`src/rtl/systolic_skew_feeder.sv`:
```
// systolic_skew_feeder
//   Upstream feeder for one edge of the FP8 E4M3 systolic PE array.
//   Buffers N-lane vectors in a FIFO, streams a tile of k_len vectors one per
//   cycle, and delays lane i by i extra cycles (diagonal skew). A per-lane
//   clear pulse travels with each lane's first element so the PE restarts its
//   accumulator.
//   Optional feature: define FEEDER_STATS_EN to add the bubble_cnt output,
//   which counts STREAM-state bubble cycles.
module systolic_skew_feeder #(
  parameter int N     = 4,
  parameter int WIDTH = 8,
  parameter int DEPTH = 8
) (
  input  logic                 clk,
  input  logic                 rst,
  input  logic                 start,
  input  logic [7:0]           k_len,
  input  logic                 in_valid,
  output logic                 in_ready,
  input  logic [N*WIDTH-1:0]   in_data,
  output logic [N*WIDTH-1:0]   out_data,
  output logic [N-1:0]         out_clear,
  output logic                 busy,
`ifdef FEEDER_STATS_EN
  output logic [15:0]          bubble_cnt,
`endif
  output logic                 done
);

  localparam int AW = $clog2(DEPTH);
  localparam int FW = $clog2(N + 1);

  typedef enum logic [1:0] {
    S_IDLE,
    S_STREAM,
    S_FLUSH,
    S_DONE
  } state_t;

  // FIFO storage and pointers
  logic [N*WIDTH-1:0] mem [DEPTH];
  logic [AW-1:0]      wr_ptr_q, rd_ptr_q;
  logic [AW:0]        count_q;
  logic               full, empty, push, pop;

  // Sequencer state
  state_t             state_q;
  logic [7:0]         cnt_q;
  logic [FW-1:0]      fcnt_q;
  logic               first_q;
  logic               busy_q, done_q;

  // Skew head: what enters stage 0 of every lane this cycle
  logic [N*WIDTH-1:0] head_data;
  logic               head_clear;

  assign full     = (count_q == (AW+1)'(DEPTH));
  assign empty    = (count_q == '0);
  assign in_ready = ~full;
  assign push     = in_valid & ~full;
  assign pop      = (state_q == S_STREAM) & ~empty;

  // A bubble is all-zero data with no clear; only a real pop carries data.
  assign head_data  = pop ? mem[rd_ptr_q] : '0;
  assign head_clear = pop & first_q;

  // FIFO write port
  // NOTE: the storage array has no reset; only pointers and count define
  // validity, so clearing the memory would cost logic and buy nothing.
  always_ff @(posedge clk) begin
    if (push) mem[wr_ptr_q] <= in_data;
  end

  // FIFO pointers and occupancy
  // NOTE: all sequential state uses non-blocking assignments so every
  // register samples pre-edge values regardless of statement order.
  always_ff @(posedge clk) begin
    if (rst) begin
      wr_ptr_q <= '0;
      rd_ptr_q <= '0;
      count_q  <= '0;
    end else begin
      if (push) wr_ptr_q <= wr_ptr_q + AW'(1);
      if (pop)  rd_ptr_q <= rd_ptr_q + AW'(1);
      unique case ({push, pop})
        2'b10:   count_q <= count_q + (AW+1)'(1);
        2'b01:   count_q <= count_q - (AW+1)'(1);
        default: count_q <= count_q;
      endcase
    end
  end

  // Tile sequencer: IDLE -> STREAM -> FLUSH -> DONE, with registered busy/done
  // NOTE: busy_q/done_q are assigned alongside each state transition, so they
  // are true registered outputs that line up with the state they describe.
  always_ff @(posedge clk) begin
    if (rst) begin
      state_q <= S_IDLE;
      cnt_q   <= '0;
      fcnt_q  <= '0;
      first_q <= 1'b0;
      busy_q  <= 1'b0;
      done_q  <= 1'b0;
    end else begin
      done_q <= 1'b0;
      unique case (state_q)
        S_IDLE: begin
          if (start) begin
            if (k_len != 8'd0) begin
              state_q <= S_STREAM;
              cnt_q   <= k_len;
              first_q <= 1'b1;
              busy_q  <= 1'b1;
            end else begin
              state_q <= S_DONE;
              done_q  <= 1'b1;
            end
          end
        end
        S_STREAM: begin
          if (pop) begin
            first_q <= 1'b0;
            cnt_q   <= cnt_q - 8'd1;
            if (cnt_q == 8'd1) begin
              if (N == 1) begin
                state_q <= S_DONE;
                busy_q  <= 1'b0;
                done_q  <= 1'b1;
              end else begin
                state_q <= S_FLUSH;
                fcnt_q  <= FW'(N - 1);
              end
            end
          end
        end
        S_FLUSH: begin
          if (fcnt_q == FW'(1)) begin
            state_q <= S_DONE;
            busy_q  <= 1'b0;
            done_q  <= 1'b1;
          end else begin
            fcnt_q <= fcnt_q - FW'(1);
          end
        end
        S_DONE: begin
          state_q <= S_IDLE;
        end
        default: begin
          state_q <= S_IDLE;
        end
      endcase
    end
  end

  assign busy = busy_q;
  assign done = done_q;

  // Skew lanes: lane i is a shift register of 1+i stages fed from the head
  for (genvar i = 0; i < N; i++) begin : g_lane
    logic [WIDTH-1:0] data_q [0:i];
    logic [i:0]       clr_q;

    // Shift data and clear one stage per cycle; stage 0 loads the head
    always_ff @(posedge clk) begin
      if (rst) begin
        for (int j = 0; j <= i; j++) data_q[j] <= '0;
        clr_q <= '0;
      end else begin
        data_q[0] <= head_data[i*WIDTH +: WIDTH];
        clr_q[0]  <= head_clear;
        for (int j = 1; j <= i; j++) begin
          data_q[j] <= data_q[j-1];
          clr_q[j]  <= clr_q[j-1];
        end
      end
    end

    assign out_data[i*WIDTH +: WIDTH] = data_q[i];
    assign out_clear[i]               = clr_q[i];
  end

`ifdef FEEDER_STATS_EN
  logic [15:0] bubble_cnt_q;

  // Count STREAM bubbles; restart on each accepted start, saturate at max
  always_ff @(posedge clk) begin
    if (rst) begin
      bubble_cnt_q <= '0;
    end else if (state_q == S_IDLE && start) begin
      bubble_cnt_q <= '0;
    end else if (state_q == S_STREAM && empty && bubble_cnt_q != 16'hFFFF) begin
      bubble_cnt_q <= bubble_cnt_q + 16'd1;
    end
  end

  assign bubble_cnt = bubble_cnt_q;
`endif

endmodule

```
`config.mk`:
```
export PLATFORM = sky130hd
export DESIGN_NAME = systolic_skew_feeder
export DESIGN_NICKNAME = d
export VERILOG_FILES = /design/src/rtl/systolic_skew_feeder.sv
export SDC_FILE = /design/constraint.sdc
export NUM_CORES = 1
export LEC_CHECK = 0
export ABC_AREA = 1
export BUFFER_PORTS_ARGS = -buffer_cell sky130_fd_sc_hd__buf_2
export CAP_MARGIN = 20
export CORE_MARGIN = 2
export CORE_UTILIZATION = 60
export CTS_CLUSTER_SIZE = 8
export DETAILED_ROUTE_END_ITERATION = 8
export PLACE_DENSITY = 0.76
export SETUP_SLACK_MARGIN = 0.3
export SYNTH_ARGS = -nofsm -noshare
export SYNTH_HDL_FRONTEND = slang
export SYNTH_SLANG_ARGS = --single-unit
```
`constraint.sdc`:
```
create_clock -name clk -period 3 [get_ports clk]
set_input_delay 0 -clock clk [delete_from_list [all_inputs] [get_ports clk]]
set_output_delay 0 -clock clk [all_outputs]
set_load 0.05 [all_outputs]
```
==> impl.org, run 1 <==
** Status
- Status :: finished clean

** STA
- Unrepaired setup endpoints after global routing :: false
- Setup violations remaining at the end of the flow were counted as 0.
- For the pin with the worst max-slew slack, the measured transition is 0.779 ns.
- Setup slack on the critical path of the routed design comes to 0.602 ns.
- Clock skew on the completed layout was measured at 0.0140 ns.
- Dividing the final minimum period by the clock period gives 79.9%.
- The final-report hold violation count came to 0.
- Min Hold Slack :: 0.275 ns
- The max-slew violation total from the final report came to 0.
- Relative slew slack :: 48.0%
- Subtracting the final worst setup slack from the clock period gives 2.40 ns.
- Achievable frequency :: 417 MHz

** Setup path
- Counting both buffers and inverters, the worst setup path holds a total of 4.
- Critical-path cell with the highest stage delay :: sky130_fd_sc_hd__dfxtp_1
- Traced cell by cell, the critical path runs through inv_1 > ha_1 > nand2_2 > clkinv_1 > ha_1 > nand2_1 > inv_1 > nor2_1 > ha_1 > a21oi_1 > xnor2_1 > o21ai_0 > inv_1.
- Category of the critical setup timing path :: flop to flop
- Data on the critical path is required at its endpoint by 3.43 ns.
- Worst setup EP type :: flop
- The worst setup path is launched from a flop.
- Worst-path fanout max :: 11
- Largest delay contributor family on the critical path :: adder cells
- Startpoint of the most critical register-to-register path :: state_q[1]
- Largest stage delay on the critical path :: 0.34 ns
- Start point of the critical path :: state_q[1]
- For the worst setup path, the data arrival time is 2.83 ns.

** Yosys
- Netlist area before placement :: 0.0140 mm2
- During synthesis, Yosys emitted a total of 0 warnings.
- Average cell area after synthesis :: 11.6 um2
- The synthesized design contains 256 enable-type register cells.
- sky130_fd_sc_hd__nor2_1 is the most common cell in the netlist.
- Count of cell types in the netlist :: 30
- The most used flip-flop cell after synthesis is sky130_fd_sc_hd__edfxtp_1.
- Sorting the synthesized cells by how often they occur yields sky130_fd_sc_hd__nor2_1, sky130_fd_sc_hd__edfxtp_1, sky130_fd_sc_hd__o21ai_0.
- The cell count after synthesis came out at 1204.
- Top post-synthesis cells by area :: sky130_fd_sc_hd__edfxtp_1, sky130_fd_sc_hd__dfxtp_1, sky130_fd_sc_hd__nor2_1, sky130_fd_sc_hd__o21ai_0, sky130_fd_sc_hd__inv_1
- Of the post-synthesis cell area, the dominant cell type holds 55.0%.
- The number of nets handed over by synthesis was 1260.
- Share of synthesized area occupied by flip-flops and latches :: 71.2%
- Yosys top cell by area :: sky130_fd_sc_hd__edfxtp_1
- Async set-or-reset flop fraction in the synthesized netlist :: 0%
- Total of flip-flops plus latches after synthesis :: 369

** Hold path
- Path class of the lowest-slack min-delay path :: input pin to flop
- The worst hold path begins at in_data[3].

** Die
- Number of top-level pins :: 83
- Area enclosed by the die boundary :: 0.0245 mm2
- Horizontal die dimension :: 157 um
- The core region is 0.0228 mm2.
- The floorplan step set the die height to 157 um.
- Row generation in the floorplan step produced 55 rows.
- Initial core utilization :: 61.4%

** Global route
- Met2 demand-to-capacity share in global routing :: 37.9%
- Global routing consumed, over all layers together, 22.3% of the routing resources.
- Global routing used 3.68% of the available met3 tracks.
- Via count of the first global-routing pass :: 8822
- The initial antenna violation count is 0.
- Global routing consumed, on the met1 layer, 28.9% of the routing resources.
- Summed over all layers, the global routing overflow is 0.
- Layer with the highest usage after global routing :: met2
- Largest net degree at the start of global routing :: 129
- The first global-routing pass estimated 42.9 mm of wire.

** Power and ir drop
- Sw power :: 4.65 mW
- Net switching share of the total power :: 30.9%
- Static leakage power :: 6.05 nW
- VDD sags by at most 562 uV.
- For this design the ratio of total power to cell area is 909 mW/mm2.
- The internal portion of the total power is 10.4 mW.
- Proportion of power drawn by combinational gates :: 24.0%
- Of the total power, registers draw 41.3%.
- Clock share of power :: 34.7%
- After layout, the design draws a total of 15.0 mW.

** Route
- Vias per std cell :: 5.32
- Average wire length per cell after detail routing :: 15.8 um
- For this run, design rule violations remaining after detail routing come to 0.
- The routed layout has 8943 vias.
- The routed design has 26.6 mm of wire.
- In this run the remaining antenna-violating nets after routing total 0.
- DR iter-0 viols :: 749
- The first TritonRoute pass finished after 5 iterations.

** Place
- HPWL after DPL :: 14.5 mm
- Worst-case setup slack after placement :: 0.634 ns
- Routability cong. :: 0.869
- Instance count after placement with tap cells included :: 1542
- Buffers on Ports :: 82

** CTS
- TritonCTS built the clock tree.
- Total clock sinks :: 369
- The tree is rooted in a sky130_fd_sc_hd__clkbuf_16.
- Once the clock tree was built, the setup fixing pass inserted 0 buffers.
- Clock insertion delay at the later pin of the skew report :: 0.54 ns
- H-tree Lvls :: 2
- Number of buffers added by the clock tree synthesis step :: 52
- In this run the deepest clock path goes through 3 buffers.
- Worst-path clk slew :: 0.05 ns

** Final layout
- For this run, the post-layout net count is 1384.
- The repair_antennas step left the layout with diodes totalling 0.
- From synthesis to final layout, the design area changed by 18.4%.
- Area of combinational cells with multiple inputs :: 0.00328 mm2
- After filler insertion, the fill cell instance count of the layout stands at 1495.
- Across the whole layout, storage elements account for 0.00996 mm2.
- Ratio of cells with drive above 1 in the final layout :: 12.7%
- At the end of the flow the core is filled with cells to 72.7%.
- The finished layout holds 1680 standard cells, fillers aside.

** Job
- The tool flagged a number of max-cap violations equal to 0.
registers in the layout, summed over array words and instances (netlist names), named ones only:
name / count
state_q: 2
cnt_q: 8
count_q: 4
busy: 1
mem: 256
g_lane.data_q: 80
fcnt_q: 3
done: 1
wr_ptr_q: 3
rd_ptr_q: 3
g_lane.clr_q: 4
first_q: 1
power groups by stage:
| stage | sequential (mW) | clock, mW | combinational (mW) |
|---|---|---|---|
| after global placement | 6.29 | 0 | 3.42 |
| after global routing | 6.27 | 5.51 | 4.08 |
| after detailed placement | 6.30 | 0 | 3.51 |
| final | 6.21 | 5.23 | 3.61 |
| after CTS | 6.21 | 5.29 | 3.60 |
| after floorplan | 6.25 | 0 | 2.86 |
worst paths after layout:
kind / cells past startpoint / slack (ns) / endpoint
worst min register to register: 2 / 0.40 / g_lane[3].data_q[3][7]
worst max register to register: 13 / 0.60 / count_q[2]
worst min-delay path: 2 / 0.28 / mem[1][3]
worst max-delay path: 13 / 0.60 / count_q[2]
cell usage in the layout, fill, tap and decap left out, drive strengths merged:
cell,count
clkinv,2
clkbuf,92
or2,1
dfxtp,113
nand3b,1
xnor2,1
o21ai,173
dlygate4sd3,45
nand2,79
nand3,23
nor3,1
ha,12
inv,91
mux2i,32
o21a,1
o22ai,32
nand4,5
edfxtp,256
a21oi,24
nor2,282
buf,101
repair_timing:
item                      4_1_cts  5_1_grt
gates resized for setup         0        0
hold endpoints to repair      273        0
hold buffers                   45        0
kinds of logic after synthesis:
family | count (synthesis) | share of synthesized area (%)
DFF | 369 | 71.2
muxes | 32 | 2.29
adders and majority gates | 12 | 1.07
and+or+nand+nor | 392 | 11.0
xor gates and xnor gates | 1 | 0.0627
AOI/OAI and AO/OA | 230 | 8.54
buffers and inverters | 168 | 5.83
final cells by class:
| class | count | share of cell area, % |
|---|---|---|
| sequential | 369 | 60.1 |
| multi-input combinational | 667 | 19.8 |
| clock buffer | 92 | 8.90 |
| timing repair buffer | 146 | 6.67 |
| tap | 313 | 2.37 |
| inverter | 92 | 2.09 |
| clock inverter | 1 | 0.0529 |
stage by stage:
stage,TNS (ns),area (um2)
2_1_floorplan,-16.47,14000
3_3_place_gp,0,14600
3_5_place_dp,0,14600
4_1_cts,0,16600
5_1_grt,0,16600
6_report,0,16600
metal layers:
metal	vias to the layer above	share of wire, %
met2	330	49
met3	62	6.4
met4	0	2.5
li1	4353	-
met5	-	0
met1	4198	42
(Power assumes the default switching activity.)
==> inputs of run 2 (changes only) <==
==> constraint.sdc (replaced) <==
create_clock -name clk -period 2.3 [get_ports clk]
set_input_delay 0 -clock clk [delete_from_list [all_inputs] [get_ports clk]]
set_output_delay 0 -clock clk [all_outputs]
set_load 0.05 [all_outputs]
==> run 2 against run 1 <==
  * Critical path depth shrank 6
  * Maximum frequency grew 24%
  * Setup slack lost 0.24 ns
  * Critical path type unchanged
  * Largest cell class unchanged
==> impl.org, run 2 (synthesis results as in run 1) <==
** Hold path
- Path class of the lowest-slack min-delay path :: input pin to flop
- Hold Path Depth :: 2 (unchanged)
- For hold timing, the worst endpoint is mem[0][19].
- In this run the most critical hold path is launched from in_data[19].

** Final layout
- Non-filler cells in the finished layout :: 1692 (+0.71%)
- The net count reported at finish came to 1396 (+0.87%).
- The fraction of final layout cells sized beyond drive strength 1 came to 14.5% (+1.8 points).
- The number of antenna repair diodes was 0 (unchanged).
- Most frequent cells in the layout :: sky130_fd_sc_hd__nor2_1, sky130_fd_sc_hd__edfxtp_1, sky130_fd_sc_hd__o21ai_0, sky130_fd_sc_hd__dfxtp_1, sky130_fd_sc_hd__inv_1
- Leading cell type in the layout, fill and taps excluded :: sky130_fd_sc_hd__nor2_1
- The largest registers in the layout are mem (256), g_lane.data_q (80), cnt_q (8).
- Register with the highest flop count :: mem
- Synthesis-to-finish area growth :: 19.7%
- The final-layout fill cell count is 1445 (-3.3%).
- Max FFs per register :: 256 (unchanged)

** STA
- Number of hold violations in the final report :: 0 (unchanged)
- Min Hold Slack :: 0.253 ns (-0.0219 ns)
- The ratio of final minimum period to clock period came to 84.2% (+4.3 points).
- Slew at the pin closest to its max-slew limit :: 0.476 ns (-0.303 ns)
- Slew Viols, Final :: 0 (unchanged)
- Achievable frequency :: 516 MHz (+24%)
- The final setup TNS is 0 ns (unchanged).
- The final setup violation count came to 0 (unchanged).
- Relative slew slack :: 68.3% (+20 points)
- Post-layout min period :: 1.94 ns (-0.462 ns)
- Unrepaired setup endpoints after global routing :: false
- PnR worst setup slack :: 0.363 ns (-0.238 ns)
- The final worst clock skew was 0.0104 ns (-0.00364 ns).

** Setup path
- The worst register-to-register path begins at count_q[2].
- Largest stage delay on the critical path :: 0.38 ns (+0.04 ns)
- The number of cells on the worst reg-to-reg path came to 7 (-6).
- Worst-path fanout max :: 19 (+8)
- In this design, the largest share of critical-path delay is due to simple AND/OR/NAND/NOR gates.
- Reg-to-reg setup timing slack :: 0.36 ns (-0.24 ns)
- End of the worst register-to-register path :: mem[3][15]
- The data arrival time at the worst-slack endpoint was 2.17 ns (-0.66 ns).
- CP bufs+invs :: 3 (-1)
- CP Cell Sequence :: inv_1 > nand3_4 > nand2_2 > nor2_1 > inv_1 > nor2_4 > buf_12
- The required time of the worst setup path came to 2.54 ns (-0.89 ns).
- Type of origin of the critical path :: flop
- The worst setup path is of the flop to flop kind.
- Critical-path cell with the highest stage delay :: sky130_fd_sc_hd__dfxtp_1
- Worst setup EP type :: flop
- The most numerous cell type found on the critical path is sky130_fd_sc_hd__inv_1.
- In this run the worst setup path begins at count_q[2].

** Global route
- The wire length of the first global-routing pass came to 45.7 mm (+6.4%).
- The global routing usage summed across all routing layers came to 24.1% (+1.8 points).
- Via count of the first global-routing pass :: 8950 (+1.5%)
- Total overflow reported by the global router :: 0 (unchanged)
- Antenna violations before repair :: 0 (unchanged)
- The pin count of the biggest net entering global routing is 97 (-25%).

** Place
- Instance count after placement with tap cells included :: 1552 (+0.65%)
- The setup slack after placement was 0.187 ns (-0.447 ns).
- The HPWL after detailed placement is 15.4 mm (+6.5%).
- Routability cong. :: 0.829 (-4.6%)
- Buffers on Ports :: 82 (unchanged)

** Die
- Height of the die :: 157 um (unchanged)
- Horizontal die dimension :: 157 um (unchanged)
- The area of the core was 0.0228 mm2 (unchanged).
- Number of top-level pins :: 83 (unchanged)
- The initial core utilization is 61.4% (unchanged).
- The overall die area came to 0.0245 mm2 (unchanged).
- The site row count was 55 (unchanged).

** CTS
- The number of levels in the clock H-tree came to 2 (unchanged).
- Clock insertion delay at the later pin of the skew report :: 0.55 ns (about the same)
- Worst-path clk slew :: 0.05 ns (about the same)
- Number of buffers added by the clock tree synthesis step :: 52 (unchanged)
- The cell sitting at the root of the clock tree is a sky130_fd_sc_hd__clkbuf_16.
- Maximum count of clock buffers along a single path :: 3 (unchanged)
- Total clock sinks :: 369 (unchanged)
- Clock tree from TritonCTS :: yes

** Route
- Count of vias placed by the detailed router :: 9148 (+2.3%)
- Average wire length per cell after detail routing :: 17.1 um (+7.8%)
- Post-DRT Antenna Nets :: 0 (unchanged)
- The via density per instance was 5.41 (+1.6%).
- The first-pass iteration count of the detailed router came to 7 (+2).
- The number of remaining DRC errors came to 0 (unchanged).
- The number of design-rule violations left by the first detailed-router iteration came to 837 (+12%).
- The total detailed-routing wirelength was 28.9 mm (+8.6%).

** Job
- Max Cap Viol :: 0 (unchanged)

** Power and ir drop
- The overall power came to 20.1 mW (+33%).
- Power Dens Cells :: 1200 mW/mm2 (+32%)
- The largest vdd supply drop came to 1090 uV (+94%).
- The leakage power of the design came to 6.13 nW (+1.4%).

** Status
- Status :: finished clean
-- run 2: worst max-delay path by stage --
stage	end	slack, ns	cells after the start
2_1_floorplan	count_q[2]	0.30	13
4_1_cts	count_q[2]	0.30	13
3_5_place_dp	count_q[2]	0.19	12
3_3_place_gp	count_q[2]	0.31	12
5_1_grt	count_q[2]	0.28	12
6_report	mem[3][15]	0.36	7
-- run 2: area by class of cell --
class	instances	area, um2	area share (%)
Timing Repair Buffer	158	1200	7.19
Inverter	92	353	2.11
Sequential cell	369	9960	59.5
Clock inverter	2	28.8	0.172
Multi-Input combinational cell	667	3330	19.9
Tap cell	313	392	2.34
Clock buffer	91	1470	8.78
-- run 2: where the power goes --
part / total, mW / leakage [nW] / switching (mW) / internal (mW)
Sequential: 8.07 / 3.25 / 0.372 / 7.70
Clock: 6.91 / 0.712 / 2.64 / 4.28
Combinational: 5.07 / 2.17 / 3.32 / 1.75
Total: 20.1 / 6.13 / 6.33 / 13.7
-- run 2: repair_timing --
action,in CTS,in global routing
hold endpoints to repair,275,0
setup buffers,0,3
endpoints found under the setup margin,1,121
hold buffers,44,0
resized for setup,4,12
pin swaps,1,4
-- run 2: metal layers --
layer	global-route usage, %	vias up	wire length [um]
met5	0	-	0
met4	7.69	0	690
met3	3.90	60	1970
met2	41.7	356	14300
met1	31.4	4352	11900
li1	-	4380	-
-- run 2: metrics by stage --
step,util (%),cell area [um2]
detailed placement,64.7,14700
finish,73.5,16700
global placement,64.7,14700
floorplan,-,14100
global route,73.5,16700
CTS,73.2,16700
==> inputs of run 3 (changes only) <==
--- a/config.mk
+++ b/config.mk
@@ -5,14 +5,14 @@
 export SDC_FILE = /design/constraint.sdc
 export NUM_CORES = 1
 export LEC_CHECK = 0
-export ABC_AREA = 1
+export ABC_AREA = 0
 export BUFFER_PORTS_ARGS = -buffer_cell sky130_fd_sc_hd__buf_2
 export CAP_MARGIN = 20
 export CORE_MARGIN = 2
-export CORE_UTILIZATION = 60
+export CORE_UTILIZATION = 54
 export CTS_CLUSTER_SIZE = 8
 export DETAILED_ROUTE_END_ITERATION = 8
-export PLACE_DENSITY = 0.76
+export PLACE_DENSITY = 0.72
 export SETUP_SLACK_MARGIN = 0.3
 export SYNTH_ARGS = -nofsm -noshare
 export SYNTH_HDL_FRONTEND = slang
==> constraint.sdc (replaced) <==
create_clock -name clk -period 1.75 [get_ports clk]
set_input_delay 0 -clock clk [delete_from_list [all_inputs] [get_ports clk]]
set_output_delay 0 -clock clk [all_outputs]
set_load 0.05 [all_outputs]
==> run 3 against run 2 <==
  * The run now ends with setup timing left
  * Die area grew 7.2%
  * Synthesized cell count shrank 37%
  * Combinational power grew 30%
  * Synthesized area shrank 3.4%
  * Non-clock buffer count grew 104
  * Global-route usage shrank 1.4 points
  * Via count shrank 12%
  * Count of clock-buffer cells in the layout shrank 2
  * Largest power group unchanged
  * Sequential power grew 28%
  * Sequential share of layout area shrank 6.2 points
  * Final cell count shrank 18%
==> impl.org, run 3 <==
** Final layout
- Synthesis-to-finish area growth :: 38.4%
- Layout net count :: 1083 (-22%)
- Ratio of cells with drive above 1 in the final layout :: 40.3% (+26 points)
- The final non-filler cell total came to 1391 (-18%).
- The final-layout fill cell count came to 1271 (-12%).
- The number of flip-flops in the largest register came to 256 (unchanged).
- The library cell used most frequently in the layout, excluding fill and tap cells, is sky130_fd_sc_hd__edfxtp_1.
- More flip-flops sit in one register than any other, and that register is mem.
- Largest registers in the final layout :: mem (256), g_lane.data_q (80), cnt_q (8)
- Leaving out fill and tap cells, the most frequent cells in the layout are sky130_fd_sc_hd__edfxtp_1, sky130_fd_sc_hd__dfxtp_1, sky130_fd_sc_hd__buf_2, sky130_fd_sc_hd__clkbuf_16, sky130_fd_sc_hd__mux4_2.
- The end-of-flow core utilization came to 76.5% (+3.0 points).

** Yosys
- Top-count cell post-synth :: sky130_fd_sc_hd__edfxtp_1
- Top cells by count, synth :: sky130_fd_sc_hd__edfxtp_1, sky130_fd_sc_hd__dfxtp_1, sky130_fd_sc_hd__mux4_2
- The post-synthesis sequential area ratio was 73.7% (+2.5 points).
- After synthesis, the largest family of logic cells by area is multiplexers.
- Share of Yosys cell area claimed by the top area cell type :: 56.9% (+1.9 points)
- For this run, the leading register cell type out of synthesis is sky130_fd_sc_hd__edfxtp_1.
- The average cell area after synthesis is 17.7 um2 (+52%).
- Synthesized-area fraction occupied by and/or/nand/nor cells :: 6.26% (-4.8 points)
- The count of flip-flops with a built-in enable after synthesis came to 256 (unchanged).
- Post-synthesis net count :: 819 (-35%)
- Cells after synthesis :: 763 (-37%)
- The total of flip-flops plus latches after synthesis came to 369 (unchanged).
- Count of cell types in the netlist :: 49 (+63%)
- Share of the synthesized area in compound gates (AO/OA/AOI/OAI) :: 2.90% (-5.6 points)
- Post-Synth Adder-Cell Area :: 1.11% (+0.037 points)
- Yosys warnings :: 0 (unchanged)
- Netlist area before placement :: 0.0135 mm2 (-3.4%)
- Synthesized-area fraction occupied by xor and xnor cells :: 0.454% (+0.39 points)
- Ranked by total cell area, the synthesized netlist is headed by sky130_fd_sc_hd__edfxtp_1, sky130_fd_sc_hd__dfxtp_1, sky130_fd_sc_hd__mux4_2, sky130_fd_sc_hd__nor2b_1, sky130_fd_sc_hd__mux2i_1.
- The share of flip-flops with an asynchronous set or reset is 0% (unchanged).
- Share of synthesized area spent on multiplexers :: 13.3% (+11 points)
- The synthesized design spends more area on one cell type than any other, namely sky130_fd_sc_hd__edfxtp_1.

** Job
- The number of max-cap violations came to 0 (unchanged).

** CTS
- Clock insertion delay at the later pin of the skew report :: 0.57 ns (+0.02 ns)
- CTS placed an instance of sky130_fd_sc_hd__clkbuf_16 at the clock tree root.
- Maximum count of clock buffers along a single path :: 3 (unchanged)
- The count of clock tree sinks came to 369 (unchanged).
- H-tree Lvls :: 2 (unchanged)
- TritonCTS built the clock tree.
- The number of CTS-inserted buffers was 52 (unchanged).
- The clock-pin slew on the worst setup and hold paths is 0.06 ns (about the same).

** Global route
- The wire length of the first global-routing pass came to 45.6 mm (-0.18%).
- The global routing usage summed across all routing layers was 22.7% (-1.4 points).
- Total overflow reported by the global router :: 0 (unchanged)
- The pin count of the biggest net entering global routing was 55 (-43%).
- The initial antenna violation count is 1 (+1).
- The via count of the first global-routing pass is 8044 (-10%).

** Power and ir drop
- IR Drop Worst-Case VDD :: 1040 uV (-4.6%)
- Power Dens Cells :: 1390 mW/mm2 (+16%)
- Static leakage power :: 6.58 nW (+7.2%)

** Die
- The die extent in y came to 162 um (+3.5%).
- Area enclosed by the die boundary :: 0.0263 mm2 (+7.2%)
- Horizontal die dimension :: 162 um (+3.5%)
- The I/O pin count came to 83 (unchanged).
- Core region area :: 0.0245 mm2 (+7.4%)
- Initial core utilization :: 55.2% (-6.1 points)
- The site row count was 57 (+3.6%).

** STA
- PnR worst setup slack :: -0.589 ns (-0.952 ns)
- Final setup skew :: 0.0273 ns (+0.0169 ns)
- The final setup TNS came to -52.42 ns (-52.42 ns).
- Total setup violations reported at the end of the flow :: 268 (+268)
- The ratio of final minimum period to clock period was 134% (+49 points).
- The relative slew slack was 57.2% (-11 points).
- Achievable frequency :: 428 MHz (-17%)
- Min Hold Slack :: 0.00721 ns (-0.246 ns)
- Slew Viols, Final :: 0 (unchanged)
- Number of hold violations in the final report :: 0 (unchanged)
- Post-layout min period :: 2.34 ns (+0.402 ns)
- Unrepaired setup endpoints after global routing :: true
- The slew of the pin with the lowest slew margin is 0.641 ns (+0.165 ns).

** Place
- The HPWL after detailed placement was 15.2 mm (-1.7%).
- Buffers on Ports :: 82 (unchanged)
- The setup slack after placement was -0.548 ns (-0.735 ns).
- The instance count after placement with tap cells included was 1170 (-25%).
- The weighted congestion reported at the end of routability-driven placement came to 0.808 (-2.5%).

** Setup path
- The worst setup path is captured at a flop.
- Critical-path cell with the highest stage delay :: sky130_fd_sc_hd__or4b_4
- Worst R2R Path Depth :: 9 (+2)
- The required time of the worst setup path was 2.24 ns (-0.30 ns).
- Reg-to-reg setup timing slack :: -0.59 ns (-0.95 ns)
- Walking the worst path, the cells encountered are or4b_4 > nand2_8 > ha_4 > xor2_2 > ha_2 > a21oi_2 > xor2_2 > or3_1 > a21oi_2.
- Type of origin of the critical path :: flop
- Arrival time reported for the critical path endpoint :: 2.83 ns (+0.66 ns)
- The worst setup path is of the flop to flop kind.
- The worst-path maximum fanout was 2 (-17).
- Largest stage delay on the critical path :: 0.59 ns (+0.21 ns)

** Route
- Average wire length per cell after detail routing :: 25.7 um (+50%)
- Count of vias placed by the detailed router :: 8035 (-12%)
- Total routed wirelength :: 35.7 mm (+24%)
- Vias per std cell :: 5.78 (+6.8%)
- DRC violations left :: 0 (unchanged)
- The first-pass iteration count of the detailed router was 5 (-2).
- DR iter-0 viols :: 693 (-17%)
- Post-DRT Antenna Nets :: 0 (unchanged)

** Hold path
- Hold Path Depth :: 5 (+3)
- Path class of the lowest-slack min-delay path :: input pin to flop

** Status
- The run finished, with violations left.
- Violated checks :: setup timing
-- run 3: kinds of logic (layout without fill, tap and decap cells) --
kind of cell / count (synthesis) / count (layout)
AND/OR/NAND/NOR: 156 / 156
flip-flops: 369 / 369
XOR/XNOR: 7 / 7
buffers and inverters: 64 / 367
other: 0 / 1
adder cells (fa/ha/maj): 12 / 12
multiplexers: 99 / 99
AO/OA/AOI/OAI: 56 / 56
-- run 3: critical path, delay by kind of cell, from the launching register on --
family	cells	cell delay [ns]
AO/OA/AOI/OAI	2	0.34
flip-flops	1	0.32
XOR/XNOR	2	0.21
adder cells (fa/ha/maj)	2	0.34
AND/OR/NAND/NOR	3	1.03
-- run 3: where the power goes --
part           internal, mW  switching, mW
logic                  3.37           3.20
clock network          5.55           3.65
registers              9.92          0.385
-- run 3: final timing paths --
check | from | end
min | k_len[5] | cnt_q[5]
max reg2reg | count_q[0] | count_q[2]
min reg2reg | g_lane[2].data_q[0][2] | g_lane[2].data_q[0][10]
max | count_q[0] | count_q[2]
-- run 3: area by class of cell --
class	count	area [um2]	area share (%)
sequential	369	9970	53.3
multi-input combinational	330	3800	20.3
timing repair buffer	262	2980	15.9
clock buffer	89	1440	7.70
tap	324	405	2.17
clock inverter	4	53.8	0.288
inverter	12	47.5	0.254
antenna	1	2.50	0.0134
-- run 3: repair_timing --
action,4_1_cts,5_1_grt
setup buffers,20,31
setup endpoints to repair,316,318
resized for setup,45,95
hold buffers,42,0
pin swaps,19,25
cloned,8,26
hold endpoints to repair,292,0
-- run 3: layer usage --
| layer | routed length [um] | share of wire (%) | track usage, % | vias to the layer above |
|---|---|---|---|---|
| li1 | - | - | - | 3468 |
| met1 | 13700 | 38 | 29.6 | 4105 |
| met2 | 18900 | 53 | 39.0 | 393 |
| met3 | 2120 | 5.9 | 4.06 | 69 |
| met4 | 1030 | 2.9 | 7.64 | 0 |
| met5 | 0 | 0 | 0 | - |
-- run 3: stage by stage --
step	instance area, um2	power (mW)
final	18700	26.1
after detailed placement	14900	14.7
after global routing	18700	26.9
after global placement	14900	14.4
after CTS	17500	24.4
after floorplan	13800	13.4
